[src/rtl/jtag_tap_pkg.sv]
// Shared types, constants and the TMS transition function for the JTAG TAP controller.
package jtag_tap_pkg;

    localparam int unsigned IR_LENGTH_DEF = 5;

    typedef enum logic [3:0] {
        TAP_TLR      = 4'd0,
        TAP_RTI      = 4'd1,
        TAP_SEL_DR   = 4'd2,
        TAP_CAP_DR   = 4'd3,
        TAP_SH_DR    = 4'd4,
        TAP_EX1_DR   = 4'd5,
        TAP_PAUSE_DR = 4'd6,
        TAP_EX2_DR   = 4'd7,
        TAP_UPD_DR   = 4'd8,
        TAP_SEL_IR   = 4'd9,
        TAP_CAP_IR   = 4'd10,
        TAP_SH_IR    = 4'd11,
        TAP_EX1_IR   = 4'd12,
        TAP_PAUSE_IR = 4'd13,
        TAP_EX2_IR   = 4'd14,
        TAP_UPD_IR   = 4'd15
    } tap_state_e;

    localparam logic [IR_LENGTH_DEF-1:0] BYPASS_IR  = '1;
    localparam logic [1:0]               IR_CAPTURE = 2'b01;

    // Standard 1149.1 TMS graph.
    function automatic tap_state_e tap_next(input tap_state_e state, input logic tms);
        tap_state_e nxt;
        case (state)
            TAP_TLR:      nxt = tms ? TAP_TLR    : TAP_RTI;
            TAP_RTI:      nxt = tms ? TAP_SEL_DR : TAP_RTI;
            TAP_SEL_DR:   nxt = tms ? TAP_SEL_IR : TAP_CAP_DR;
            TAP_CAP_DR:   nxt = tms ? TAP_EX1_DR : TAP_SH_DR;
            TAP_SH_DR:    nxt = tms ? TAP_EX1_DR : TAP_SH_DR;
            TAP_EX1_DR:   nxt = tms ? TAP_UPD_DR : TAP_PAUSE_DR;
            TAP_PAUSE_DR: nxt = tms ? TAP_EX2_DR : TAP_PAUSE_DR;
            TAP_EX2_DR:   nxt = tms ? TAP_UPD_DR : TAP_SH_DR;
            TAP_UPD_DR:   nxt = tms ? TAP_SEL_DR : TAP_RTI;
            TAP_SEL_IR:   nxt = tms ? TAP_TLR    : TAP_CAP_IR;
            TAP_CAP_IR:   nxt = tms ? TAP_EX1_IR : TAP_SH_IR;
            TAP_SH_IR:    nxt = tms ? TAP_EX1_IR : TAP_SH_IR;
            TAP_EX1_IR:   nxt = tms ? TAP_UPD_IR : TAP_PAUSE_IR;
            TAP_PAUSE_IR: nxt = tms ? TAP_EX2_IR : TAP_PAUSE_IR;
            TAP_EX2_IR:   nxt = tms ? TAP_UPD_IR : TAP_SH_IR;
            TAP_UPD_IR:   nxt = tms ? TAP_SEL_DR : TAP_RTI;
            default:      nxt = TAP_TLR;
        endcase
        return nxt;
    endfunction

endpackage

[src/rtl/jtag_pin_sync.sv]
// Two-flop synchronizers for the JTAG pins plus TCK edge detection on the system clock.
module jtag_pin_sync (
    input  logic clock,
    input  logic reset,
    input  logic tck_i,
    input  logic tms_i,
    input  logic tdi_i,
    input  logic trstn_i,
    output logic tms_o,
    output logic tdi_o,
    output logic trstn_o,
    output logic tck_rise_c,
    output logic tck_fall_c
);

    localparam int unsigned NPINS = 4;
    // Idle bus after reset: {trstn, tdi, tms, tck} = {1, 0, 1, 0}.
    localparam logic [NPINS-1:0] PIN_RESET = 4'b1010;

    logic [NPINS-1:0] meta_q;
    logic [NPINS-1:0] sync_q;
    logic             tck_prev_q;

    always_ff @(posedge clock) begin
        if (reset) begin
            meta_q     <= PIN_RESET;
            sync_q     <= PIN_RESET;
            tck_prev_q <= 1'b0;
        end else begin
            meta_q     <= {trstn_i, tdi_i, tms_i, tck_i};
            sync_q     <= meta_q;
            tck_prev_q <= sync_q[0];
        end
    end

    assign tms_o      = sync_q[1];
    assign tdi_o      = sync_q[2];
    assign trstn_o    = sync_q[3];
    assign tck_rise_c = sync_q[0] & ~tck_prev_q;
    assign tck_fall_c = ~sync_q[0] & tck_prev_q;

endmodule

[src/rtl/jtag_tap_core.sv]
// IEEE 1149.1 TAP controller: oversampled TCK, 16-state FSM, IR, IDCODE, BYPASS and a user DR
// with capture/update handshake toward the debug transport.
module jtag_tap_core
    import jtag_tap_pkg::*;
#(
    parameter int unsigned          IR_LENGTH     = 5,
    parameter logic [31:0]          IDCODE_VALUE  = 32'h0000_0001,
    parameter logic [IR_LENGTH-1:0] IDCODE_IR     = IR_LENGTH'(5'h01),
    parameter logic [IR_LENGTH-1:0] USER_IR       = IR_LENGTH'(5'h11),
    parameter int unsigned          USER_DR_WIDTH = 32
) (
    input  logic                     clock,
    input  logic                     reset,
    input  logic                     jtag_TCK,
    input  logic                     jtag_TMS,
    input  logic                     jtag_TDI,
    input  logic                     jtag_TRSTn,
    output logic                     jtag_TDO_data,
    output logic                     jtag_TDO_driven,
    output logic [IR_LENGTH-1:0]     ir_value,
    input  logic [USER_DR_WIDTH-1:0] dr_capture_data,
    output logic                     dr_capture_strobe,
    output logic                     dr_update_valid,
    output logic [USER_DR_WIDTH-1:0] dr_update_data
);

    localparam int unsigned IDCODE_WIDTH = 32;

    logic tms_s;
    logic tdi_s;
    logic trstn_s;
    logic tck_rise_c;
    logic tck_fall_c;

    jtag_pin_sync u_pin_sync (
        .clock      (clock),
        .reset      (reset),
        .tck_i      (jtag_TCK),
        .tms_i      (jtag_TMS),
        .tdi_i      (jtag_TDI),
        .trstn_i    (jtag_TRSTn),
        .tms_o      (tms_s),
        .tdi_o      (tdi_s),
        .trstn_o    (trstn_s),
        .tck_rise_c (tck_rise_c),
        .tck_fall_c (tck_fall_c)
    );

    tap_state_e state_q;
    tap_state_e state_d;

    logic [IR_LENGTH-1:0]     ir_q;
    logic [IR_LENGTH-1:0]     ir_sr_q;
    logic [IDCODE_WIDTH-1:0]  idcode_sr_q;
    logic [USER_DR_WIDTH-1:0] user_sr_q;
    logic                     bypass_q;
    logic [USER_DR_WIDTH-1:0] upd_data_q;
    logic                     upd_valid_q;
    logic                     cap_strobe_q;
    logic                     tdo_q;
    logic                     tdo_drv_q;

    logic ir_cap_c;
    logic ir_shift_c;
    logic ir_upd_c;
    logic dr_cap_c;
    logic dr_shift_c;
    logic dr_upd_c;
    logic sel_idcode_c;
    logic sel_user_c;
    logic tdo_en_c;
    logic tdo_bit_c;

    always_ff @(posedge clock) begin
        if (reset) begin
            state_q <= TAP_TLR;
        end else begin
            state_q <= state_d;
        end
    end

    // Synchronized TRSTn dominates any coincident TCK edge.
    always_comb begin
        state_d = state_q;
        if (!trstn_s) begin
            state_d = TAP_TLR;
        end else if (tck_rise_c) begin
            state_d = tap_next(state_q, tms_s);
        end
    end

    always_comb begin
        ir_cap_c   = 1'b0;
        ir_shift_c = 1'b0;
        ir_upd_c   = 1'b0;
        dr_cap_c   = 1'b0;
        dr_shift_c = 1'b0;
        dr_upd_c   = 1'b0;
        if (trstn_s && tck_rise_c) begin
            case (state_q)
                TAP_CAP_IR: ir_cap_c   = 1'b1;
                TAP_SH_IR:  ir_shift_c = 1'b1;
                TAP_UPD_IR: ir_upd_c   = 1'b1;
                TAP_CAP_DR: dr_cap_c   = 1'b1;
                TAP_SH_DR:  dr_shift_c = 1'b1;
                TAP_UPD_DR: dr_upd_c   = 1'b1;
                default:    ;
            endcase
        end
    end

    // Anything that is neither IDCODE nor USER falls through to BYPASS.
    assign sel_idcode_c = (ir_q == IDCODE_IR);
    assign sel_user_c   = (ir_q == USER_IR) && !sel_idcode_c;

    always_comb begin
        tdo_en_c  = 1'b0;
        tdo_bit_c = bypass_q;
        if (state_q == TAP_SH_IR) begin
            tdo_en_c  = 1'b1;
            tdo_bit_c = ir_sr_q[0];
        end else if (state_q == TAP_SH_DR) begin
            tdo_en_c = 1'b1;
            if (sel_idcode_c) begin
                tdo_bit_c = idcode_sr_q[0];
            end else if (sel_user_c) begin
                tdo_bit_c = user_sr_q[0];
            end
        end
    end

    always_ff @(posedge clock) begin
        if (reset) begin
            ir_q         <= IDCODE_IR;
            ir_sr_q      <= '0;
            idcode_sr_q  <= '0;
            user_sr_q    <= '0;
            bypass_q     <= 1'b0;
            upd_data_q   <= '0;
            upd_valid_q  <= 1'b0;
            cap_strobe_q <= 1'b0;
            tdo_q        <= 1'b0;
            tdo_drv_q    <= 1'b0;
        end else begin
            upd_valid_q  <= dr_upd_c && sel_user_c;
            cap_strobe_q <= dr_cap_c && sel_user_c;

            if (ir_cap_c) begin
                ir_sr_q <= IR_LENGTH'(IR_CAPTURE);
            end else if (ir_shift_c) begin
                ir_sr_q <= {tdi_s, ir_sr_q[IR_LENGTH-1:1]};
            end

            if (state_d == TAP_TLR) begin
                ir_q <= IDCODE_IR;
            end else if (ir_upd_c) begin
                ir_q <= ir_sr_q;
            end

            if (dr_cap_c) begin
                if (sel_idcode_c) begin
                    idcode_sr_q <= IDCODE_VALUE;
                end else if (sel_user_c) begin
                    user_sr_q <= dr_capture_data;
                end else begin
                    bypass_q <= 1'b0;
                end
            end else if (dr_shift_c) begin
                if (sel_idcode_c) begin
                    idcode_sr_q <= {tdi_s, idcode_sr_q[IDCODE_WIDTH-1:1]};
                end else if (sel_user_c) begin
                    user_sr_q <= {tdi_s, user_sr_q[USER_DR_WIDTH-1:1]};
                end else begin
                    bypass_q <= tdi_s;
                end
            end

            if (dr_upd_c && sel_user_c) begin
                upd_data_q <= user_sr_q;
            end

            // TDO changes on the falling TCK edge so the host samples it stable on the next rise.
            if (tck_fall_c) begin
                tdo_drv_q <= tdo_en_c;
                if (tdo_en_c) begin
                    tdo_q <= tdo_bit_c;
                end
            end
        end
    end

    assign jtag_TDO_data     = tdo_q;
    assign jtag_TDO_driven   = tdo_drv_q;
    assign ir_value          = ir_q;
    assign dr_capture_strobe = cap_strobe_q;
    assign dr_update_valid   = upd_valid_q;
    assign dr_update_data    = upd_data_q;

endmodule
[config.mk]
export PLATFORM = sky130hd
export DESIGN_NAME = jtag_tap_core
export DESIGN_NICKNAME = d
export VERILOG_FILES = /design/src/rtl/jtag_tap_pkg.sv /design/src/rtl/jtag_pin_sync.sv /design/src/rtl/jtag_tap_core.sv
export SDC_FILE = /design/constraint.sdc
export NUM_CORES = 1
export LEC_CHECK = 0
export ABC_AREA = 0
export CAP_MARGIN = 5
export CORE_AREA = 3 3 104 126
export CTS_CLUSTER_DIAMETER = 50
export DETAILED_ROUTE_END_ITERATION = 8
export DIE_AREA = 0 0 107 129
export PLACE_DENSITY = 0.74
export SYNTH_ARGS = -nofsm -noshare
export SYNTH_HDL_FRONTEND = slang
export SYNTH_HIERARCHICAL = 1
export SYNTH_SLANG_ARGS = --single-unit
[constraint.sdc]
create_clock -name clock -period 2.4 [get_ports clock]
set_clock_uncertainty 0.15 [all_clocks]
set_input_delay 0.72 -clock clock [delete_from_list [all_inputs] [get_ports clock]]
set_output_delay 0.72 -clock clock [all_outputs]
set_load 0.01 [all_outputs]
[After elaboration in Yosys (flattened, before gate mapping)]
Index checks and enable logic that the tools add are counted.
Word-level totals
  flip-flop bits (word level): 124
  output and inout port bits: 41
  word-level logic and storage cells: 106
Cells by class
  reduce and logical (&&, ||, !) cells: 18
  equality and inequality tests: 17
  muxes and demuxes: 50
  bitwise operators: 6
Operators with widths (number)
  $mux 32: 10
  $pmux 4 s12: 1
  $eq 4x4->1 const B: 8
  $mux 1: 28
  $mux 4: 6
  $eq 4x3->1 const B: 4
  $eq 4x2->1 const B: 2
  $logic_not 4->1: 2
  $reduce_or 2->1: 4
  $mux 2: 3
  $mux 3: 2
  $reduce_and 3->1: 2
  $eq 5x1->1 const B: 1
  $eq 5x5->1 const B: 1
  $eq 4x1->1 const B: 1
  $logic_and 1x1->1: 4
  $not 1->1: 4
  $reduce_and 2->1: 2
  $reduce_bool 2->1: 2
  $reduce_or 3->1: 1
  $and 1x1->1: 2
  $logic_not 1->1: 1

[Longest topological paths before layout]
Gate-level depths: netlist of the first run.
  word-level depth: 7
  mapped depth: 8
  gate-level depth less buffers: 6

[Cells and area by module]
Netlist of the first run, hierarchy kept.
Modules (own cells, without submodules)
  jtag_tap_core: cells an instance 574, instances 1, seq. area each 2302.2 um^2, area each 4738.3 um^2
  jtag_pin_sync: cells an instance 20, instances 1, seq. area each 180.2 um^2, area each 249.0 um^2

[Least setup slack after synthesis of the first run]
OpenSTA, ideal clock, no wires.
  kind: register -> register
  start point: register u_pin_sync.sync_q[0]
  end point: register ir_q[0] (netlist: ir_value[0])
  arrival: 1.888 ns
  library setup time: 0.120 ns
  period minus slack after synthesis: 2.158 ns
  stages on the path, launching flop included: 7
  path slack: 0.242 ns
  path through: dfxtp_1 nor2b_1 or4b_2 o211ai_1 nor3_1 and3_1 a211o_1
On the way
  word-level cells in the longest chain between the ends: 5
  elaborated cells between the ends (all ways): 7
Ends and longest elaborated chain
  start, declared: line jtag_pin_sync.sv:21  | logic [NPINS-1:0] sync_q;
  start signal, assigned: line jtag_pin_sync.sv:31  | sync_q <= meta_q;
  $and 1x1->1 (*): line jtag_pin_sync.sv:39  | assign tck_rise_c = sync_q[0] & ~tck_prev_q;
  net tck_rise_c: line jtag_tap_core.sv:32  | logic tck_rise_c;
  $mux 4: line jtag_tap_core.sv:87  | end else if (tck_rise_c) begin
  $mux 4: line jtag_tap_core.sv:85  | if (!trstn_s) begin
  $logic_not 4->1: line jtag_tap_core.sv:154  | if (state_d == TAP_TLR) begin
  $reduce_or 2->1 (no source line)
  end signal, assigned: line jtag_tap_core.sv:157  | ir_q <= ir_sr_q;
  end, declared: line jtag_tap_core.sv:52  | logic [IR_LENGTH-1:0] ir_q;
The timed path passes the listed nets; every way through them passes the cells marked *.
A chain may end at the register's enable or synchronous reset.

[Worst setup path after layout of the first run]
  start point: register u_pin_sync.sync_q[0]
  end point: register user_sr_q[15]
On the way
  word-level cells in the longest chain between the ends: 5
  elaborated cells between the ends (all ways): 7
Ends and longest elaborated chain
  $and 1x1->1 (*): line jtag_pin_sync.sv:39
  net tck_rise_c: line jtag_tap_core.sv:32
  $logic_and 1x1->1 (*): line jtag_tap_core.sv:99  | if (trstn_s && tck_rise_c) begin
  $mux 1: line jtag_tap_core.sv:99
  $reduce_bool 2->1 (no source line)
  $reduce_and 3->1 (no source line)
  end signal, assigned: line jtag_tap_core.sv:164  | user_sr_q <= dr_capture_data;
  end signal, assigned: line jtag_tap_core.sv:172  | user_sr_q <= {tdi_s, user_sr_q[USER_DR_WIDTH-1:1]};
  end, declared: line jtag_tap_core.sv:55  | logic [USER_DR_WIDTH-1:0] user_sr_q;
Marked as above.

==> results of run 1 <==
==> metrics by stage <==
stage | utilization [%] | total power, mW | hold WS (ps) | cell area, um2 | cells
2_1_floorplan | - | 2.17 | 233 | 4990 | 594
3_3_place_gp | 49.1 | 2.25 | 241 | 5920 | 802
5_1_grt | 54.2 | 4.93 | 271 | 6530 | 834
3_5_place_dp | 49.1 | 2.25 | 253 | 5920 | 802
4_1_cts | 54.1 | 4.81 | 268 | 6530 | 834
6_report | 54.2 | 4.76 | 261 | 6530 | 834
==> repair_timing <==
item | in CTS | in global routing
gates resized for setup | 1 | 1
setup endpoints to repair | 1 | 5
setup buffers | 0 | 0
hold buffers | 0 | 0
==> final timing paths <==
path	from	endpoint	slack, ps	cells past startpoint
max	u_pin_sync/sync_q[0]	user_sr_q[15]	130	7
min	u_pin_sync/meta_q[1]	u_pin_sync/sync_q[1]	260	1
max reg2reg	u_pin_sync/sync_q[0]	user_sr_q[15]	130	7
min reg2reg	u_pin_sync/meta_q[1]	u_pin_sync/sync_q[1]	260	1
==> kinds of logic (layout without fill, tap and decap cells) <==
group,after synthesis,count (layout)
AOI/OAI and AO/OA,122,122
xor gates and xnor gates,1,1
buffers and inverters,51,130
DFF,124,124
muxes,24,24
and+or+nand+nor,272,272
==> registers in the layout, indices dropped and copies added, names as in the netlist <==
| name | count |
|---|---|
| idcode_sr_q | 32 |
| jtag_TDO_driven | 1 |
| state_q | 4 |
| u_pin_sync/meta_q | 4 |
| jtag_TDO_data | 1 |
| dr_update_data | 32 |
| dr_update_valid | 1 |
| ir_value | 5 |
| user_sr_q | 32 |
| u_pin_sync/sync_q | 4 |
| dr_capture_strobe | 1 |
| u_pin_sync/tck_prev_q | 1 |
| ir_sr_q | 5 |
| bypass_q | 1 |
==> worst reg2reg max path, delay by kind of cell, from the launching register on <==
kind / cells / cell delay, ps
AO/OA/AOI/OAI: 1 / 270
buffers and inverters: 2 / 410
flip-flops: 1 / 350
multiplexers: 1 / 140
AND/OR/NAND/NOR: 3 / 870
==> layer usage <==
metal,routed length [um],track usage (%)
met2,6010,29.4
met1,4800,21.0
met5,0,0
met3,455,4.26
met4,250,8.05
==> final cells by class <==
cell class	count	share of cell area, %
Sequential cell	124	38.0
Multi-Input combinational cell	419	34.7
Timing Repair Buffer	97	14.9
Clock buffer	20	7.15
Tap cell	161	3.08
Clock inverter	12	2.11
Inverter	1	0.0575
==> power breakdown <==
| group | total [mW] | switching (mW) | internal, mW |
|---|---|---|---|
| logic | 0.133 | 0.0596 | 0.0733 |
| clock network | 2.56 | 0.937 | 1.62 |
| registers | 2.07 | 0.00745 | 2.07 |
| total | 4.76 | 1.00 | 3.76 |
==> cells in the mapped netlist, types with 3 or more instances <==
cell      instances
dfxtp_1         124
buf_6             3
buf_2            16
nand2b_1          5
nand2_1         136
o21ai_0           4
nand3_1          41
a211oi_1         23
clkbuf_1         27
a311oi_1         14
a211o_1           3
nor3b_1           3
nor2_1           44
nor2b_1          11
mux2i_1          23
or2_1             4
nor3_1            4
a21oi_1          72
buf_4             3
==> impl_metrics.py, run 1 <==
metrics = {
    "synthesis": {
        "synth_compound_area_share_pct": 15.1,
        "syn_area_mm2": 0.00499,
        "ys_top_cells_by_area": "dfxtp_1 (50%), nand2_1 (10%), a21oi_1 (7.2%)",
        "synth-edff-count": 0,
        "ys_ff_latch": 124,
        "synth.area.mux_share_pct": 4.84,
        "synthXorXnorAreaFrac_pct": 0.176,
        "ys_seq_area_share_pct": 49.8,
        "syn_nets": 632,
        "synth.avg_cell_area_um2": 8.40,
        "syn_inst": 594,
        "synth_fa_ha_area_share_pct": 0,
        "synth_simple_gate_area_share_pct": 25.2,
        "async_flop_share_pct": 0,
        "synthDistinctLibCells": 45,
        "synth.yosys.warnings": 6,
        "ys.flop_type": "dfxtp_1",
        "synth_top_family_by_area": "simple AND/OR/NAND/NOR gates",
        "synth_top_area_share_pct": 49.8,
        "yosysTopAreaCell": "dfxtp_1",
    },
    "clock_tree": {
        "cts-root-buf": "clkbuf_16",
        "cts_num_sinks": 124,
        "cts_tree": "yes",
        "cts_made_buffers": 17,
        "clock_path_buffers": 2,
        "cts_max_level": 4,
        "path_clk_slew_ps": 50,
        "insertion_delay_ps": 410,
    },
    "pwr": {
        "power.leakage_nw": 2.18,
        "ir_drop_uv": 418,
        "power.density_mw_per_mm2": 730,
    },
    "floorplan": {
        "dieArea_mm2": 0.0138,
        "core-area_mm2": 0.0121,
        "fp.dieH_um": 129,
        "die_w_um": 107,
        "io_pins": 79,
        "rows": 44,
        "initial_core_util_pct": 41.4,
    },
    "worst_setup_path": {
        "cp_top_family": "simple AND/OR/NAND/NOR gates",
        "start_kind": "flop",
        "crit_path_max_fanout": 32,
        "max_stage_delay_ps": 550,
        "arrival_ps": 2440,
        "path_cells": "nor2b_2, buf_4, nand3_1, or3_2, buf_12, mux2i_1, a211oi_1",
        "critical_path_class": "flop to flop",
        "critPathBufInv": 2,
        "cp.required_ps": 2560,
        "cp-end-kind": "flop",
        "crit_path_top_delay_cell": "or3_2",
    },
    "timing": {
        "relSlewSlack_pct": 72.7,
        "finalCritPeriodShare_pct": 94.7,
        "setup_ws_ps": 127,
        "finalCriticalPeriod_ps": 2270,
        "setup_viol": 0,
        "worst_slew_pin_slew_ps": 408,
        "slew_violations": 0,
        "rsz0062_at_grt": "false",
        "hold_viol": 0,
        "setup_tns_ps": 0,
        "max_freq_mhz": 440,
    },
    "outcome": {
        "status": "finished clean",
    },
    "grt": {
        "antenna_found_initial": 0,
        "grt_first_pass_wirelength_um": 19500,
        "grt_max_degree": 84,
        "grt.overflow.total": 0,
        "grt_util_all_layers_pct": 17.4,
        "grt_pass1_vias": 4174,
    },
    "placement": {
        "finalWeightedCongestion": 0.761,
        "place_ws_ps": 197,
        "hpwl_um": 7390,
        "portBuffers": 78,
    },
    "min_path": {
        "hp-class": "flop to flop",
    },
    "routing": {
        "avgRoutedWirePerCell_um": 13.8,
        "drtIter0Drc": 210,
        "drt-pass1-iter-count": 5,
        "vias": 4385,
        "drc": 0,
        "antenna_left": 0,
        "vias_per_cell": 5.26,
        "wl_um": 11500,
    },
    "cells_and_area": {
        "syn_to_final_growth_pct": 30.9,
        "layout_commonest_cell": "nand2_1",
        "diodes": 0,
        "multi_input_area_mm2": 0.00227,
        "mostFrequentLayoutCells": "nand2_1 (136), dfxtp_1 (123), clkdlybuf4s50_1 (77), a21oi_1 (72), nor2_1 (44)",
        "seq_area_mm2": 0.00248,
        "fill_cells": 1061,
        "layout-drive-gt1-share_pct": 9.66,
        "num-nets-final": 698,
    },
    "run": {
        "maxCapViolations": 0,
    },
}
No activity file was read; power rests on OpenSTA's default activity.
==> run 2, diff against run 1 <==
--- a/config.mk
+++ b/config.mk
@@ -9,9 +9,11 @@
 export CAP_MARGIN = 5
 export CORE_AREA = 3 3 104 126
 export CTS_CLUSTER_DIAMETER = 50
+export CTS_CLUSTER_SIZE = 24
 export DETAILED_ROUTE_END_ITERATION = 8
 export DIE_AREA = 0 0 107 129
 export PLACE_DENSITY = 0.74
+export SLEW_MARGIN = 15
 export SYNTH_ARGS = -nofsm -noshare
 export SYNTH_HDL_FRONTEND = slang
 export SYNTH_HIERARCHICAL = 1
==> constraint.sdc (replaced) <==
create_clock -name clock -period 2.6 [get_ports clock]
set_clock_uncertainty 0.15 [all_clocks]
set_input_delay 0.78 -clock clock [delete_from_list [all_inputs] [get_ports clock]]
set_output_delay 0.78 -clock clock [all_outputs]
set_load 0.01 [all_outputs]
==> impl_metrics.py, run 2 (synthesis gave the netlist of run 1 again) <==
metrics = {
    "min_path": {
        "min_path_cells": 1,
        "hp-class": "flop to flop",
    },
    "clock_tree": {
        "cts_num_sinks": 124,
        "cts_setup_buffers": 0,
        "cts-resized-gates": 0,
        "cts_hold_buf": 0,
        "clock_path_buffers": 2,
        "insertion_delay_ps": 400,
        "cts-root-buf": "clkbuf_16",
        "cts_max_level": 4,
        "path_clk_slew_ps": 50,
        "cts_tree": "yes",
        "cts_made_buffers": 17,
    },
    "placement": {
        "finalWeightedCongestion": 0.772,
        "place_ws_ps": 227,
        "portBuffers": 78,
        "hpwl_um": 7370,
        "placed_area_mm2": 0.00589,
    },
    "cells_and_area": {
        "syn_to_final_growth_pct": 29.2,
        "mostFrequentLayoutCells": "nand2_1 (136), dfxtp_1 (124), clkdlybuf4s50_1 (77), a21oi_1 (72), nor2_1 (44)",
        "fill_cells": 1047,
        "diodes": 0,
        "layout_commonest_cell": "nand2_1",
        "num-nets-final": 695,
        "layout-drive-gt1-share_pct": 8.10,
        "final_area_mm2": 0.00644,
    },
    "routing": {
        "drt-pass1-iter-count": 4,
        "drtIter0Drc": 227,
        "vias_per_cell": 5.18,
        "vias": 4288,
        "antenna_left": 0,
        "drc": 0,
        "wl_um": 11300,
        "avgRoutedWirePerCell_um": 13.7,
    },
    "pwr": {
        "p_clk_share_pct": 52.1,
        "power_frac_seq_pct": 45.1,
        "ir_drop_uv": 433,
        "p_comb_share_pct": 2.8,
        "power.leakage_nw": 2.14,
        "power.density_mw_per_mm2": 660,
        "p_int_mw": 3.42,
        "power_switching_mw": 0.836,
        "switching_share_pct": 19.7,
    },
    "worst_setup_path": {
        "critPathBufInv": 1,
        "cp.required_ps": 1670,
        "crit_path_top_delay_cell": "clkdlybuf4s50_1",
        "arrival_ps": 1500,
        "cp-end-kind": "output port",
        "crit_path_max_fanout": 7,
        "cp_top_family": "buffers and inverters",
        "critical_path_class": "flop to output port",
        "cp.depth": 1,
        "start_kind": "flop",
        "path_cells": "clkdlybuf4s50_1",
        "worstRegToRegCells": 6,
        "max_stage_delay_ps": 600,
    },
    "timing": {
        "max_freq_mhz": 411,
        "setup_tns_ps": 0,
        "finalCritPeriodShare_pct": 93.6,
        "rsz0062_at_grt": "false",
        "finalCriticalPeriod_ps": 2430,
        "worst_slew_pin_slew_ps": 475,
        "setup_ws_ps": 166,
        "setup_viol": 0,
        "relSlewSlack_pct": 68.4,
        "hold_viol": 0,
        "slew_violations": 0,
    },
    "floorplan": {
        "die_w_um": 107,
        "dieArea_mm2": 0.0138,
        "initial_core_util_pct": 41.4,
        "fp.dieH_um": 129,
        "core-area_mm2": 0.0121,
        "rows": 44,
        "io_pins": 79,
    },
    "grt": {
        "grt_max_degree": 116,
        "grt_first_pass_wirelength_um": 18700,
        "grt_util_all_layers_pct": 16.7,
        "grt.overflow.total": 0,
        "antenna_found_initial": 0,
        "grt_pass1_vias": 3929,
    },
    "run": {
        "maxCapViolations": 0,
    },
    "outcome": {
        "status": "finished clean",
    },
}
[run 2: path summary, 6_finish.rpt]
path	start	end	slack, ps
max reg2reg	state_q[1]	idcode_sr_q[14]	220
min	u_pin_sync/meta_q[1]	u_pin_sync/sync_q[1]	250
min reg2reg	u_pin_sync/meta_q[1]	u_pin_sync/sync_q[1]	250
max	ir_value[4]	ir_value[4]	170
[run 2: power by group through the flow]
stage               clock network (mW)  registers, mW  logic (mW)
global placement                     0           1.96       0.118
CTS                               2.26           1.92       0.120
floorplan                            0           1.95      0.0521
global route                      2.35           1.92       0.130
detailed placement                   0           1.96       0.119
finish                            2.22           1.92       0.120
[run 2: layout make-up]
class                           count  area, um2  share of cell area (%)
Clock buffer                       22        464                    7.20
Sequential cell                   124       2480                    38.5
Multi-Input combinational cell    419       2260                    35.1
Timing Repair Buffer               94        936                    14.5
Inverter                            1       3.75                  0.0583
Clock inverter                      7       92.6                    1.44
Tap cell                          161        201                    3.13
[run 2: per-layer routing]
layer  wire [um]  track usage, %  part of all wire [%]
met1        4800            19.9                    42
met2        5930            29.1                    52
met3         480            3.66                   4.2
met4         137            6.62                   1.2
met5           0               0                     0
[run 2: per-stage QoR]
| step | cells | power (mW) | util [%] | hold WS, ps |
|---|---|---|---|---|
| 2_1_floorplan | 594 | 2.00 | - | 233 |
| 3_3_place_gp | 799 | 2.07 | 48.8 | 240 |
| 3_5_place_dp | 799 | 2.08 | 48.8 | 242 |
| 4_1_cts | 828 | 4.29 | 53.4 | 256 |
| 5_1_grt | 828 | 4.39 | 53.4 | 276 |
| 6_report | 828 | 4.25 | 53.4 | 254 |
==> run 3, diff against run 2 <==
--- a/config.mk
+++ b/config.mk
@@ -7,14 +7,17 @@
 export LEC_CHECK = 0
 export ABC_AREA = 0
 export CAP_MARGIN = 5
-export CORE_AREA = 3 3 104 126
+export CELL_PAD_IN_SITES_DETAIL_PLACEMENT = 1
+export CELL_PAD_IN_SITES_GLOBAL_PLACEMENT = 2
+export CORE_AREA = 3 3 118 143
 export CTS_CLUSTER_DIAMETER = 50
 export CTS_CLUSTER_SIZE = 24
 export DETAILED_ROUTE_END_ITERATION = 8
-export DIE_AREA = 0 0 107 129
-export PLACE_DENSITY = 0.74
+export DIE_AREA = 0 0 121 146
+export PLACE_DENSITY = 0.89
 export SLEW_MARGIN = 15
 export SYNTH_ARGS = -nofsm -noshare
 export SYNTH_HDL_FRONTEND = slang
 export SYNTH_HIERARCHICAL = 1
 export SYNTH_SLANG_ARGS = --single-unit
+export TNS_END_PERCENT = 50
==> impl_metrics.py, run 3 (synthesis gave the netlist of run 1 again) <==
metrics = {
    "cells_and_area": {
        "syn_to_final_growth_pct": 33.0,
        "mostFrequentLayoutCells": "nand2_1 (136), dfxtp_1 (124), clkdlybuf4s50_1 (77), a21oi_1 (72), nor2_1 (44)",
        "num-nets-final": 699,
        "fill_cells": 1793,
        "final_area_mm2": 0.00663,
        "final_cell_count_no_fill": 882,
        "layout-drive-gt1-share_pct": 9.50,
        "multi_input_area_mm2": 0.00226,
        "diodes": 0,
        "layout_commonest_cell": "nand2_1",
        "seq_area_mm2": 0.00248,
    },
    "floorplan": {
        "rows": 50,
        "dieArea_mm2": 0.0177,
        "die_w_um": 121,
        "fp.dieH_um": 146,
        "io_pins": 79,
        "core-area_mm2": 0.0156,
        "initial_core_util_pct": 32.0,
    },
    "timing": {
        "setup_tns_ps": 0,
        "finalCritPeriodShare_pct": 94.2,
        "relSlewSlack_pct": 63.9,
        "setup_ws_ps": 152,
        "finalCriticalPeriod_ps": 2450,
        "worst_slew_pin_slew_ps": 541,
        "rsz0062_at_grt": "false",
        "max_freq_mhz": 409,
        "slew_violations": 0,
        "hold_viol": 0,
        "setup_viol": 0,
    },
    "routing": {
        "wl_um": 13300,
        "avgRoutedWirePerCell_um": 15.1,
        "vias": 4446,
        "antenna_left": 0,
        "vias_per_cell": 5.04,
        "drt-pass1-iter-count": 7,
        "drc": 0,
        "drtIter0Drc": 175,
    },
    "worst_setup_path": {
        "worstRegToRegCells": 7,
        "cp-end-kind": "output port",
        "start_kind": "flop",
        "critical_path_class": "flop to output port",
        "reg2reg_slack_ps": 280,
        "cp.required_ps": 1670,
        "crit_path_top_delay_cell": "clkdlybuf4s50_1",
        "endpoint": "ir_value[4]",
        "r2r_end": "user_sr_q[19]",
        "max_stage_delay_ps": 600,
        "startpoint": "ir_value[4]",
        "path_cells": "clkdlybuf4s50_1",
        "arrival_ps": 1520,
        "cp_top_family": "buffers and inverters",
        "critPathBufInv": 1,
        "r2r_start": "u_pin_sync/sync_q[0]",
        "cp.depth": 1,
        "crit_path_max_fanout": 7,
    },
    "placement": {
        "place_ws_ps": 291,
        "portBuffers": 78,
        "finalWeightedCongestion": 0.811,
        "hpwl_um": 8920,
        "place_inst": 850,
        "placed_area_mm2": 0.00599,
    },
    "pwr": {
        "power.leakage_nw": 2.21,
        "p_int_mw": 3.68,
        "switching_share_pct": 19.7,
        "ir_drop_uv": 359,
        "p_clk_share_pct": 55.5,
        "power_switching_mw": 0.904,
        "p_comb_share_pct": 2.7,
        "power_frac_seq_pct": 41.8,
        "power.density_mw_per_mm2": 691,
    },
    "clock_tree": {
        "cts_max_level": 4,
        "clock_path_buffers": 2,
        "path_clk_slew_ps": 50,
        "cts-resized-gates": 0,
        "cts_tree": "yes",
        "cts_num_sinks": 124,
        "cts_made_buffers": 17,
        "insertion_delay_ps": 410,
        "cts_hold_buf": 0,
        "cts-root-buf": "clkbuf_16",
        "cts_setup_buffers": 0,
    },
    "grt": {
        "grt_first_pass_wirelength_um": 22400,
        "grt_util_all_layers_pct": 15.6,
        "grt_pass1_vias": 4658,
        "antenna_found_initial": 0,
        "grt.overflow.total": 0,
        "grt_max_degree": 62,
    },
    "outcome": {
        "status": "finished clean",
    },
    "min_path": {
        "min_path_cells": 1,
        "hp-class": "flop to flop",
    },
    "run": {
        "maxCapViolations": 0,
    },
}
-- run 3: cell types whose count changed in the layout (fill, tap and decap cells not counted), sizes merged --
cell,previous run,this run
clkbuf,22,21
clkinv,5,6
inv,1,2
bufinv,2,4
buf,17,21
-- run 3: stage by stage --
| step | power (mW) | utilization [%] | hold WS [ps] |
|---|---|---|---|
| finish | 4.58 | 42.6 | 260 |
| floorplan | 2.00 | - | 233 |
| global route | 4.73 | 42.6 | 279 |
| global placement | 2.08 | 38.4 | 237 |
| CTS | 4.64 | 42.6 | 267 |
| detailed placement | 2.08 | 38.4 | 254 |
-- run 3: power by group through the flow --
stage,combinational [mW],clock [mW],sequential [mW]
final,0.124,2.54,1.92
after global routing,0.134,2.68,1.92
after global placement,0.123,0,1.96
after floorplan,0.0521,0,1.95
after detailed placement,0.125,0,1.96
after CTS,0.126,2.60,1.92
-- run 3: how the worst min path moves through the flow --
stage	end	slack, ps	startpoint
after floorplan	u_pin_sync/sync_q[3]	230	u_pin_sync/meta_q[3]
after global placement	u_pin_sync/sync_q[3]	240	u_pin_sync/meta_q[3]
after detailed placement	u_pin_sync/sync_q[1]	250	u_pin_sync/meta_q[1]
after CTS	u_pin_sync/sync_q[1]	270	u_pin_sync/meta_q[1]
after global routing	u_pin_sync/sync_q[1]	280	u_pin_sync/meta_q[1]
final	u_pin_sync/sync_q[3]	260	u_pin_sync/meta_q[3]
-- run 3: layout make-up --
type / instances / area share, %
Inverter: 1 / 0.0566
Sequential cell: 124 / 37.4
Clock buffer: 21 / 7.25
Timing Repair Buffer: 98 / 14.8
Clock inverter: 11 / 2.45
Tap cell: 208 / 3.92
Multi-Input combinational cell: 419 / 34.1
-- run 3: metal layers --
layer	part of all wire, %	GRT usage, %
met3	3.5	3.65
met1	41	17.3
met2	53	28.4
met5	0	0
met4	1.7	6.29
-- run 3: worst reg2reg max path: stages, from the launching register on --
cell,delay (ps)
dfxtp_1,330
nor2b_1,160
buf_4,210
nand3_1,120
or3_2,540
buf_4,260
mux2i_1,170
a211oi_1,280
